==> config.mk <==
export PLATFORM = sky130hd
export DESIGN_NAME = video_mode_ctrl
export DESIGN_NICKNAME = d
export VERILOG_FILES = /design/src/rtl/video_mode_pkg.sv /design/src/rtl/video_mode_ctrl_vsync_frame_tick.sv /design/src/rtl/video_mode_ctrl.sv
export SDC_FILE = /design/constraint.sdc
export NUM_CORES = 1
export LEC_CHECK = 0
export BUFFER_PORTS_ARGS = -buffer_cell sky130_fd_sc_hd__buf_4
export CAP_MARGIN = 20
export CORE_UTILIZATION = 50
export DETAILED_ROUTE_END_ITERATION = 7
export PLACE_DENSITY = 0.7
export RECOVER_POWER = 50
export SLEW_MARGIN = 5
export SYNTH_ARGS = -nofsm -noshare
export SYNTH_HDL_FRONTEND = slang
export SYNTH_SLANG_ARGS = --single-unit
==> constraint.sdc <==
create_clock -name clk_sys -period 5.8 [get_ports clk_sys]
set_input_delay 0.29 -clock clk_sys [delete_from_list [all_inputs] [get_ports clk_sys]]
set_output_delay 0.29 -clock clk_sys [all_outputs]
set_load 0.02 [all_outputs]
==> src/rtl/video_mode_pkg.sv <==
// Shared types and constants for the video mode change sequencer.
package video_mode_pkg;

  localparam int unsigned VMODE_W = 4;
  localparam int unsigned FC_W    = 4;
  localparam int unsigned CNT_W   = 8;
  localparam int unsigned WD_W    = 23;

  typedef enum logic [2:0] {
    IDLE,
    FAST,
    WAIT_VS,
    MUTE,
    SETTLE
  } vm_state_t;

  typedef struct packed {
    logic       sd;
    logic [1:0] sl;
    logic       hq2x;
  } vmode_t;

  // True when two modes differ at most in the scanline level (no timing change).
  function automatic logic only_sl_diff(input vmode_t a, input vmode_t b);
    return (a.sd == b.sd) && (a.hq2x == b.hq2x);
  endfunction

endpackage

==> src/rtl/video_mode_ctrl_vsync_frame_tick.sv <==
// Frame tick generator: vsync falling-edge detect, plus an optional watchdog
// that fakes a tick when video is stopped.
// Optional feature macro: VIDEO_MODE_CTRL_WATCHDOG_EN
module vsync_frame_tick
  import video_mode_pkg::*;
#(
  parameter int unsigned TIMEOUT_CYCLES = 4194304
) (
  input  logic clk_sys,
  input  logic reset_n,
  input  logic vs_in,
  input  logic run,
  output logic tick_c
);

  logic vs_d;
  logic vs_fall;

  // Delay vsync by one clock for edge detection.
  always_ff @(posedge clk_sys) begin
    if (!reset_n) vs_d <= 1'b0;
    else          vs_d <= vs_in;
  end

  assign vs_fall = vs_d & ~vs_in;

`ifdef VIDEO_MODE_CTRL_WATCHDOG_EN
  localparam logic [WD_W-1:0] WD_LAST = WD_W'(TIMEOUT_CYCLES - 1);

  logic [WD_W-1:0] wd_cnt;
  logic            wd_hit;

  assign wd_hit = run && (wd_cnt == WD_LAST);

  // Watchdog counts only while a sequence is pending; any real or fake tick restarts it.
  always_ff @(posedge clk_sys) begin
    if (!reset_n)                      wd_cnt <= '0;
    else if (!run || vs_fall || wd_hit) wd_cnt <= '0;
    else                               wd_cnt <= wd_cnt + WD_W'(1);
  end

  assign tick_c = vs_fall | wd_hit;
`else
  logic unused_wd;
  assign unused_wd = ^{run, 32'(TIMEOUT_CYCLES)};
  assign tick_c    = vs_fall;
`endif

endmodule

==> src/rtl/video_mode_ctrl.sv <==
// Video mode change sequencer: debounces mode requests and applies them at
// frame boundaries, muting the mixer around timing-altering changes.
// Optional feature macro: VIDEO_MODE_CTRL_WATCHDOG_EN (vsync-loss watchdog).
module video_mode_ctrl
  import video_mode_pkg::*;
#(
  parameter int unsigned MUTE_FRAMES    = 2,
  parameter int unsigned SETTLE_FRAMES  = 2,
  parameter int unsigned STABLE_CYCLES  = 1024,
  parameter int unsigned TIMEOUT_CYCLES = 4194304
) (
  input  logic             clk_sys,
  input  logic             reset_n,
  input  logic             vs_in,
  input  logic             scandoubler_req,
  input  logic [1:0]       scanlines_req,
  input  logic             hq2x_req,
  output logic             scandoubler,
  output logic [1:0]       scanlines,
  output logic             hq2x,
  output logic             mute,
  output logic             busy,
  output logic [CNT_W-1:0] change_cnt
);

  localparam int unsigned     STAB_W      = $clog2(STABLE_CYCLES);
  localparam logic [STAB_W-1:0] STAB_MAX  = STAB_W'(STABLE_CYCLES - 1);
  localparam logic [FC_W-1:0] MUTE_LAST   = FC_W'(MUTE_FRAMES - 1);
  localparam logic [FC_W-1:0] SETTLE_LAST = FC_W'(SETTLE_FRAMES - 1);

  vm_state_t         state, state_nx;
  vmode_t            req, req_d, cur, cur_nx, pend, pend_nx;
  logic [STAB_W-1:0] stab_cnt;
  logic              stable;
  logic [FC_W-1:0]   fc, fc_nx;
  logic [CNT_W-1:0]  cnt_nx;
  logic              mute_nx, busy_nx;
  logic              tick_c;

  assign req    = '{sd: scandoubler_req, sl: scanlines_req, hq2x: hq2x_req};
  assign stable = (stab_cnt == STAB_MAX);

  vsync_frame_tick #(
    .TIMEOUT_CYCLES(TIMEOUT_CYCLES)
  ) u_tick (
    .clk_sys(clk_sys),
    .reset_n(reset_n),
    .vs_in  (vs_in),
    .run    (state != IDLE),
    .tick_c (tick_c)
  );

  // Request stability counter: restarts on any request change, saturates when stable.
  always_ff @(posedge clk_sys) begin
    if (!reset_n) begin
      req_d    <= '0;
      stab_cnt <= '0;
    end else begin
      req_d <= req;
      if (req != req_d) stab_cnt <= '0;
      else if (!stable) stab_cnt <= stab_cnt + STAB_W'(1);
    end
  end

  // State and output registers.
  always_ff @(posedge clk_sys) begin
    if (!reset_n) begin
      state      <= IDLE;
      cur        <= '0;
      pend       <= '0;
      fc         <= '0;
      mute       <= 1'b0;
      busy       <= 1'b0;
      change_cnt <= '0;
    end else begin
      state      <= state_nx;
      cur        <= cur_nx;
      pend       <= pend_nx;
      fc         <= fc_nx;
      mute       <= mute_nx;
      busy       <= busy_nx;
      change_cnt <= cnt_nx;
    end
  end

  // Next-state and next-output logic.
  always_comb begin
    state_nx = state;
    cur_nx   = cur;
    pend_nx  = pend;
    fc_nx    = fc;
    mute_nx  = mute;
    cnt_nx   = change_cnt;
    case (state)
      IDLE: begin
        if (stable && (req != cur)) begin
          pend_nx  = req;
          state_nx = only_sl_diff(req, cur) ? FAST : WAIT_VS;
        end
      end
      FAST: begin
        if (tick_c) begin
          cur_nx.sl = pend.sl;
          cnt_nx    = change_cnt + CNT_W'(1);
          state_nx  = IDLE;
        end
      end
      WAIT_VS: begin
        if (stable && (req == cur)) begin
          state_nx = IDLE;
        end else begin
          if (stable && (req != pend)) pend_nx = req;
          if (tick_c) begin
            mute_nx  = 1'b1;
            fc_nx    = '0;
            state_nx = MUTE;
          end
        end
      end
      MUTE: begin
        if (tick_c) begin
          if (fc == MUTE_LAST) begin
            cur_nx   = pend;
            cnt_nx   = change_cnt + CNT_W'(1);
            fc_nx    = '0;
            state_nx = SETTLE;
          end else begin
            fc_nx = fc + FC_W'(1);
          end
        end
      end
      SETTLE: begin
        if (tick_c) begin
          if (fc == SETTLE_LAST) begin
            mute_nx  = 1'b0;
            state_nx = IDLE;
          end else begin
            fc_nx = fc + FC_W'(1);
          end
        end
      end
      default: state_nx = IDLE;
    endcase
    busy_nx = (state_nx != IDLE);
  end

  assign scandoubler = cur.sd;
  assign scanlines   = cur.sl;
  assign hq2x        = cur.hq2x;

endmodule
# Word level (Yosys, flattened, before mapping)
# Index checks and enable logic that the tools add are counted.
dict set report totals {
  in_bits 7
  ff_bits 40
  out_inout_bits 14
}
dict set report classes {
  n_addsub 3
  mux 34
  n_eq_ne 22
  bitwise_logic 3
  n_reduce_logical 16
}
# cell count
set ops {}
lappend ops {{4-bit two-way mux} 9}
lappend ops {{3-bit two-way mux} 10}
lappend ops {{8-bit two-way mux} 3}
lappend ops {{2-bit inequality test (second input constant)} 10}
lappend ops {{8-bit one-hot mux with 2 select lines} 1}
lappend ops {{3-bit one-hot mux with 5 select lines} 1}
lappend ops {{4-bit inequality test} 3}
lappend ops {{4-bit one-hot mux with 3 select lines} 1}
lappend ops {{10-bit by 1-bit adder with 10-bit output (second input constant)} 1}
lappend ops {{10-bit == test (second input constant)} 1}
lappend ops {{8-bit by 1-bit adder with 8-bit output (second input constant)} 1}
lappend ops {{4-bit one-hot mux with 2 select lines} 1}
lappend ops {{4-bit AND reduction} 2}
lappend ops {{3-bit by 2-bit == test with 1-bit output (second input constant)} 2}
lappend ops {{6-bit AND reduction} 1}
lappend ops {{2-bit nonzero test} 3}
lappend ops {{3-bit nonzero test} 2}
lappend ops {{5-bit AND reduction} 1}
lappend ops {{4-bit by 1-bit adder with 4-bit output (second input constant)} 1}
lappend ops {{4-bit by 1-bit == test with 1-bit output (second input constant)} 1}
lappend ops {{4-bit == test} 1}
lappend ops {{1-bit logical AND} 4}
lappend ops {{1-bit two-way mux} 4}
lappend ops {{2-bit two-way mux} 2}
lappend ops {{other kinds (10)} 12}

# Longest topological paths before layout
dict set report depth {
  word_depth 6
  depth_mapped 8
}

# Modules after synthesis
# From an unflattened synthesis, not the netlist that was laid out.
dict set report hier_totals {
  cells_unflattened 225
  hier_area_um2 1978.1
}
# mod area_each_um2 cells_each instances
set modules_own_cells {}
lappend modules_own_cells {video_mode_ctrl 1941.9 222 1}
lappend modules_own_cells {vsync_frame_tick 36.3 3 1}

# Worst setup path before layout
# Ideal clock, no wire load.
dict set report synth_path {
  kind {register to register}
  from {register fc[0]}
  to {register change_cnt[3]}
  n_path_buf 1
  stages_incl_launch_ff 8
  setup_ns 0.115
  arrival_time_ns 1.891
  path_slack_ns 3.794
  required_time_ns 5.685
  synth_period_minus_slack_ns 2.006
  path_cell_list {dfxtp_1 -> ha_1 -> or3b_4 -> a2111oi_4 -> buf_6 -> nand4_1 -> xnor2_1 -> and2_1}
}
dict set report synth_between {
  elab_chain_cells 3
}
# element line
set synth_lines {}
lappend synth_lines {{start: declaration} video_mode_ctrl.sv:35} ;# logic [FC_W-1:0] fc, fc_nx;
lappend synth_lines {{start signal: assignment} video_mode_ctrl.sv:79} ;# fc <= fc_nx;
lappend synth_lines {{4-bit by 1-bit == test with 1-bit output} video_mode_ctrl.sv:122} ;# if (fc == MUTE_LAST) begin
lappend synth_lines {{2-bit inequality test (no source line)} --}
lappend synth_lines {{4-bit AND reduction (no source line)} --}
lappend synth_lines {{end signal: assignment} video_mode_ctrl.sv:82} ;# change_cnt <= cnt_nx;
lappend synth_lines {{end: declaration} video_mode_ctrl.sv:23} ;# output logic [CNT_W-1:0] change_cnt
# No other way between the ends.
# A chain may end at the register's enable or synchronous reset.

# Worst setup path after layout
dict set report layout_path {
  from {register stab_cnt[0]}
  to {register fc[0]}
}
dict set report layout_between {
  elab_chain_cells 4
}
# element line
set layout_lines {}
lappend layout_lines {{start: declaration} video_mode_ctrl.sv:33} ;# logic [STAB_W-1:0] stab_cnt;
lappend layout_lines {{start signal: assignment} video_mode_ctrl.sv:61} ;# else if (!stable) stab_cnt <= stab_cnt + STAB_W'(1);
lappend layout_lines {{10-bit == test} video_mode_ctrl.sv:41} ;# assign stable = (stab_cnt == STAB_MAX);
lappend layout_lines {{1-bit logical AND} video_mode_ctrl.sv:109} ;# if (stable && (req == cur)) begin
lappend layout_lines {{2-bit inequality test (no source line)} --}
lappend layout_lines {{6-bit AND reduction (no source line)} --}
# No other way between the ends.

==> results.cfg <==
[outcome]
status = finished, final reports clean

[synthesis]
synth_ff_type = dfxtp_1
yosysUniqueCellTypes = 41
synth-async-reset-ratio_pct = 0
seq_area_frac_synth_pct = 40.6
yosysWarnings = 0
netlist_instances = 222
ys_ff_latch = 40
ys_top_cells_by_area = dfxtp_1, xor2_1, xnor2_1
synth_area_leader_cell = dfxtp_1
synth_edf_count = 0
synth_top_cell_area_share_pct = 40.6
syn-num-nets = 233
synth_area_per_cell_sq_um = 8.88
syn-cell-area_sq_mm = 0.00197

[grt]
grt_pass1_wl_microns = 6630
grt_util_met2_pct = 33.1
grtUsageMet3_pct = 4.58
busiest_layer = met2
grt_overflow_total = 0
antenna_found_initial = 0
grt_pass1_vias = 1480
grt_util_met1_pct = 26.3
grt_max_degree = 32
grtUsageTotal_pct = 20.4

[layout]
layout-drive-gt1-share_pct = 6.64
multi_input_area_sq_mm = 0.00110
synthToLayoutAreaGrowth_pct = 10.3
antennaDiodeCount = 0
nFillCells = 356
final_util_pct = 58.6
fin_area_sq_mm = 0.00218
ff_latch_area_sq_um = 801
fin_nets = 251

[pwr]
total_power_mw = 0.484
power_density_mw_per_mm2 = 223
p_leak_nw = 0.795
ir_worst_vdd_v = 0.000128

[worst_setup_path]
r2r-end = fc[0]$_SDFFE_PN0P_
startpoint_type = register
setup.worst_path.class = reg2reg
cp_data_arrival_time_ns = 2.48
r2r_cells = 6
worstSetupEndpointType = register
r2r_slack_ns = 3.48
crit_required_ns = 5.96
cp-startpoint = stab_cnt[0]$_SDFFE_PP0N_
reg2reg_from = stab_cnt[0]$_SDFFE_PP0N_
critical_path_peak_fanout = 5
cp-endpoint = fc[0]$_SDFFE_PN0P_

[min_path]
holdCritPathClass = in2reg
hp-start = vs_in

[sta]
fmax_mhz = 430
fin_skew_ns = 0.00393
whs_ns = 0.225
tightest_slew_ns = 1.14
rsz0062_at_grt = no
final.setup.tns_ns = 0
max_slew_margin_pct = 23.7
finalCriticalPeriod_ns = 2.32
drv_slew = 0
setup-violations-final = 0
hold_viol = 0
fin_crit_sh_pct = 40.1

[placement]
placed_area_sq_mm = 0.00214
io_buffers = 20
gp_congestion = 0.857
hpwl_microns = 2720

[routing]
drcViolationCount = 0
wl_microns = 3720
viasPerCell = 5.50
drt-pass1-iter-count = 4
routedWlPerCell_microns = 12.9
postRouteAntennaNets = 0
drt_iter0_drc = 127
dr_total_vias = 1589

[clocking]
ctsHtreeMaxLevel = 2
clockRootBuffer = clkbuf_8
clock_latency_ns = 0.28
postCtsHoldBufs = 0
cts.reportedPaths.clkPinSlew_ns = 0.07
tritoncts = yes
cts_resized = 0
clock_sinks = 40
clockBufferDepth = 2
cts_setup_buffers = 0
cts_buffers = 5

[floorplan]
die_x_microns = 64.8
row_count = 22
die_y_microns = 64.8
design.portCount = 21
start_util_pct = 53.1
die_area_sq_mm = 0.00420
coreArea_sq_mm = 0.00372

[flow_run]
drv_cap = 0
[power breakdown]
| group | internal (mW) | total [mW] | switching [mW] |
|---|---|---|---|
| Sequential | 0.276 | 0.277 | 0.000896 |
| Combinational | 0.00835 | 0.0199 | 0.0115 |
| Clock | 0.0949 | 0.187 | 0.0920 |
| Total | 0.380 | 0.484 | 0.104 |
[per-layer routing]
| layer | vias up | wire [microns] |
|---|---|---|
| li1 | 819 | - |
| met1 | 739 | 1780 |
| met2 | 31 | 1800 |
| met3 | 0 | 145 |
| met4 | 0 | 0 |
| met5 | - | 0 |
[synth_stat cells (2+ instances only)]
library cell  number
o21ai_0            7
nand2_1           21
o21a_1             2
ha_1               4
xnor2_1           11
o311ai_0           2
nor4_1             3
nand4_1            6
a21boi_0           2
inv_1              8
xor2_1            14
nor2b_1            7
nor3_1             7
nor3b_1            4
nor2_1            14
a21oi_1            7
a31oi_1            2
and4_1             2
mux2i_1            8
clkbuf_1           7
and3_1             2
nand3_1           10
a211oi_1           4
o31ai_1            2
and2_1             8
nand2b_1           4
dfxtp_1           40
[state kept, by name, summed over array words and instances, names as in the netlist, 2 cells and up]
signal      count
stab_cnt       10
change_cnt      8
fc              4
pend            4
req_d           4
state           3
scanlines       2
[cells in the final DEF (no fill, tap or decap), types with 2 or more instances in the layout]
| cell type | instances |
|---|---|
| and4_1 | 2 |
| nor2_1 | 14 |
| nand2_1 | 21 |
| o31ai_1 | 2 |
| a31oi_1 | 2 |
| inv_1 | 8 |
| nor4_1 | 3 |
| a21boi_0 | 2 |
| clkbuf_8 | 6 |
| buf_4 | 5 |
| nor3b_1 | 4 |
| nand3_1 | 10 |
| o21a_1 | 2 |
| dfxtp_1 | 40 |
| xor2_1 | 14 |
| clkbuf_1 | 15 |
| mux2i_1 | 8 |
| and2_1 | 7 |
| nand4_1 | 6 |
| o21ai_0 | 7 |
| nor3_1 | 7 |
| and3_1 | 2 |
| nand2b_1 | 4 |
| clkinv_2 | 2 |
| o311ai_0 | 2 |
| a21oi_1 | 7 |
| xnor2_1 | 11 |
| nor2b_1 | 7 |
| ha_1 | 4 |
| a211oi_1 | 4 |
[kinds of logic after synthesis]
| family | count (synthesis) | synth area share (%) |
|---|---|---|
| AND/OR/NAND/NOR | 92 | 24.7 |
| flip-flops | 40 | 40.6 |
| AO/OA/AOI/OAI | 36 | 13.3 |
| XOR/XNOR | 25 | 11.1 |
| buffers and inverters | 17 | 3.68 |
| multiplexers | 8 | 4.06 |
| adder cells (fa/ha/maj) | 4 | 2.54 |
[critical path, cell delays in order, from the launching register on]
cell and delay, ns:
dfxtp_1 0.38, ha_1 0.25, nand4_1 0.22, nor4_1 0.59, a21oi_1 0.27, o211ai_1 0.34, o32ai_1 0.14
[stage by stage]
stage	std cells	setup slack, ns
CTS	289	3.50
global route	289	3.19
finish	289	3.48
global placement	281	3.49
floorplan	222	3.79
detailed placement	281	3.49
[cell type report]
type	count	area share, %
clock buffer	6	3.80
clock inverter	2	0.460
inverter	8	1.38
multi-input combinational	165	50.5
sequential	40	36.8
tap	48	2.76
timing repair buffer	20	4.31
[how the worst min path moves through the flow]
stage                               endpoint  slack (ns)  depth (start not counted)
global route             req_d[1]$_SDFF_PN0_        0.24                          3
global placement    stab_cnt[1]$_SDFFE_PP0N_        0.46                          2
CTS                   u_tick.vs_d$_SDFF_PN0_        0.22                          2
floorplan                req_d[1]$_SDFF_PN0_        0.40                          2
finish                u_tick.vs_d$_SDFF_PN0_        0.22                          2
detailed placement  stab_cnt[1]$_SDFFE_PP0N_        0.47                          2
(Power assumes the default switching activity.)
